[src/rtl/posit_chk_fifo.sv]
// Synchronous FIFO holding expected adder outputs until the matching result
// arrives. A pop and a push in the same cycle are both serviced even when
// full, because the pop frees the slot the push needs. An entry pushed into
// an empty FIFO is not visible to a pop in that same cycle.
module posit_chk_fifo #(
  parameter int W     = 34,
  parameter int DEPTH = 8
) (
  input  logic         clk,
  input  logic         reset_n,
  input  logic         clear,
  input  logic         push,
  input  logic         pop,
  input  logic [W-1:0] wdata,
  output logic [W-1:0] rdata,
  output logic         full,
  output logic         empty
);

  localparam int          AW      = $clog2(DEPTH);
  localparam logic [AW:0] PTR_ONE = 1;

  logic [W-1:0] mem [DEPTH];
  logic [AW:0]  wr_ptr;
  logic [AW:0]  rd_ptr;
  logic         do_push;
  logic         do_pop;

  // The extra pointer bit separates full from empty when the indices match.
  assign empty   = (wr_ptr == rd_ptr);
  assign full    = (wr_ptr[AW] != rd_ptr[AW]) &&
                   (wr_ptr[AW-1:0] == rd_ptr[AW-1:0]);
  assign do_pop  = pop && !empty;
  assign do_push = push && (!full || do_pop);
  assign rdata   = mem[rd_ptr[AW-1:0]];

  // Payload storage.
  // NOTE: the array has no reset; the pointers alone decide which entries are valid.
  always_ff @(posedge clk) begin
    if (do_push) mem[wr_ptr[AW-1:0]] <= wdata;
  end

  // Read/write pointers; a session clear empties the FIFO.
  always_ff @(posedge clk or negedge reset_n) begin
    if (!reset_n) begin
      wr_ptr <= '0;
      rd_ptr <= '0;
    end else if (clear) begin
      wr_ptr <= '0;
      rd_ptr <= '0;
    end else begin
      if (do_push) wr_ptr <= wr_ptr + PTR_ONE;
      if (do_pop)  rd_ptr <= rd_ptr + PTR_ONE;
    end
  end

endmodule

[config.mk]
export PLATFORM = sky130hd
export DESIGN_NAME = posit_chk_fifo
export DESIGN_NICKNAME = d
export VERILOG_FILES = /design/src/rtl/posit_chk_fifo.sv
export SDC_FILE = /design/constraint.sdc
export NUM_CORES = 1
export LEC_CHECK = 0
export BUFFER_PORTS_ARGS = -buffer_cell sky130_fd_sc_hd__buf_2
export CAP_MARGIN = 20
export CORE_MARGIN = 2
export CORE_UTILIZATION = 55
export DETAILED_ROUTE_END_ITERATION = 10
export GPL_ROUTABILITY_DRIVEN = 0
export GPL_TIMING_DRIVEN = 0
export PLACE_DENSITY = 0.84
export REMOVE_ABC_BUFFERS = 1
export SYNTH_ARGS = -nofsm -noshare
export SYNTH_HDL_FRONTEND = slang
export SYNTH_SLANG_ARGS = --single-unit
[constraint.sdc]
create_clock -name clk -period 11.35 [get_ports clk]
set_input_delay 0.5675 -clock clk [delete_from_list [all_inputs] [get_ports clk]]
set_output_delay 0.5675 -clock clk [all_outputs]
set_load 0.01 [all_outputs]
==> reports/results.txt <==
status - completed
post-synthesis sequential area ratio - 77.6%
YS warnings - 0
Antenna Nets Post-Route - 0
Worst Hold Class - in2reg
setup ws final - 7.96 ns
post-cts resize count - 0
clock sinks - 280
CTS Buf Count - 27
Fin Setup TNS - 0 ns
RSZ-0062 raised after global routing - no
clk buf depth - 3
drt drc - 0
period utilization - 29.9%
CTS tree - done
Post-synth top flop - edfxtp_1
vias in the first global route - 5,259
CP Launch Type - register
met3 routed WL - 1.25 mm
r2r setup slk - 8.09 ns
worst slack at placement - 8.03 ns
post-layout minimum cycle time - 3.39 ns
CP Data Arrival Time - 2.83 ns
IO Count - 75
Layout Nets - 611
reg2reg start - rd_ptr[0]
starting density of the core - 55.8%
Finished Core Util - 65.3%
async set-reset flop share out of synthesis - 2.86%
Rel. slew slack - 36.7%
Clock Pin Slew Worst Setup and Hold Paths - 0.07 ns
DR vias/cell - 5.73
Static Leak - 0.00409 uW
first-pass GRT wire length - 30.8 mm
hold path depth - 1
Die Width - 144 um
measured slew at the worst slew-check pin - 0.942 ns
Vias - 4,899
worst setup path class - reg2out
Initial DRT Pass Iterations - 4
H-Tree Depth - 1
largest net degree at the start of global routing - 57
DR top layer - met4
final hold violation count - 0
total wire length - 20.0 mm
Final HPWL DP - 12.7 mm
max-cap violations - 0
met1 wire length - 7.70 mm
Overflow after GRT - 0
core area - 19,300 sq um
Avg WL per Cell - 23.4 um
DR WL met2 - 10.8 mm
Worst VDD drop - 131 uV
Max Slew Vio Count - 0
EDFF count, synth - 272
syn avg cell area - 23.3 sq um
total track usage - 20.3%
Critical Path Max Stage Delay - 0.92 ns
Mapped Cells - 464
share of layout cells above drive strength 1 - 43.1%
Worst Hold End - mem[5][19]
Max Freq - 295 MHz
port buffer count - 74
final setup skew - 0.0130 ns
root buf cell - clkbuf_16
critical path endpoint category - output pin
Max FO, Critical Path - 37
Worst R2R Path Depth - 7
die height - 144 um
Clock Latency Late Sink - 0.53 ns
Pwr Density - 184 nW/um^2
Initial DRC Count - 387
#FFs+latches synth - 280
row cnt - 51
hold_sp - wdata[19]
CP Cell Sequence - buf_16, mux4_2, mux2_2, buf_2
Synth-to-Final Area Change - 17.0%
Crit-path slowest cell - dfrtp_4
synthesized area - 10,800 sq um
Die ar. - 20,800 sq um
RR Endpoint - mem[4][24]
WP data required - 10.78 ns
Fillers - 1,226
Final setup viols - 0
Unique masters post-synth - 35
initial antenna violation count - 0
[timing repair]
item,in CTS,in global routing
endpoints found under the hold margin,8,0
hold buffers,1,0
buffers inserted,0,0
[power breakdown]
group / internal [uW] / total [uW] / switching (uW)
Clock: 481 / 833 / 352
Sequential: 1160 / 1190 / 32.0
Combinational: 168 / 299 / 131
Total: 1810 / 2330 / 515
[layout by cell type, fill, tap and decap left out, types with 3 or more instances in the layout]
master     instances
o21ai_0            3
edfxtp_1         272
buf_12             4
clkinv_1           8
mux4_2            68
a21oi_1            3
dfrtp_1            5
buf_4              5
nor2_1             8
nand2b_1           3
or3_1              3
buf_2             74
xor2_1             4
clkbuf_16         27
nor3_2             4
clkbuf_1           7
mux2_2            35
nand2_1            3
buf_6             14
[synthesized netlist by cell type (all sizes together), types with 3 or more instances]
library cell  number  area, sq um
o21ai              4         23.8
or3                3         18.8
nand2              3         11.3
mux4              68         1530
nor2              10         37.5
dfrtp              8          200
nand2b             3         18.8
nor3               5         25.0
a21oi              3         15.0
edfxtp           272         8170
xor2               5         51.3
buf               15         76.3
clkbuf            10         37.5
mux2              37          420
[stage by stage]
stage	hold WS, ns	total power [uW]	instance area (sq um)	instances
final	0.303	2330	12600	855
after global routing	0.294	2410	12600	854
after CTS	0.286	2350	12600	854
after detailed placement	0.430	1520	11800	805
after global placement	0.416	1520	11400	778
after floorplan	0.272	1420	10700	439
[critical path, delay by kind of cell, from the launching register on]
family,cells,cell delay (ns)
DFF,1,0.92
buffers and inverters,2,0.49
muxes,2,0.85
[worst max path at each step]
stage	from	endpoint	slack (ns)	cells past startpoint
3_3_place_gp	rd_ptr[0]	mem[0][24]	0.26	4
6_report	rd_ptr[0]	rdata[2]	7.96	4
3_5_place_dp	rd_ptr[0]	mem[3][24]	8.03	8
2_1_floorplan	rd_ptr[0]	mem[0][0]	4.24	4
5_1_grt	rd_ptr[0]	rdata[6]	7.80	4
4_1_cts	rd_ptr[0]	rdata[2]	7.89	4
[layer usage]
| metal | up-vias | track usage, % |
|---|---|---|
| met1 | 2567 | 25.9 |
| met2 | 141 | 36.5 |
| met5 | - | 0 |
| li1 | 2166 | - |
| met4 | 0 | 4.59 |
| met3 | 25 | 3.87 |
[flip-flops by register name (all words and copies together) (netlist names)]
name and cells:
mem 272, wr_ptr 4, rd_ptr 4
[cell families after synthesis]
group,synth area share (%)
xor gates and xnor gates,0.557
and+or+nand+nor,1.54
AOI/OAI and AO/OA,0.846
muxes,18.2
buffers and inverters,1.09
DFF,77.6
adders and majority gates,0.232
[layout make-up]
cell class	instances	area (sq um)	area share [%]
Multi-Input combinational cell	158	2350	18.6
Tap cell	265	332	2.63
Sequential cell	280	8380	66.4
Inverter	1	3.75	0.0297
Clock inverter	14	118	0.932
Clock buffer	34	702	5.56
Antenna cell	1	2.50	0.0198
Timing Repair Buffer	102	741	5.87
Power figures use the tool's default switching activity.
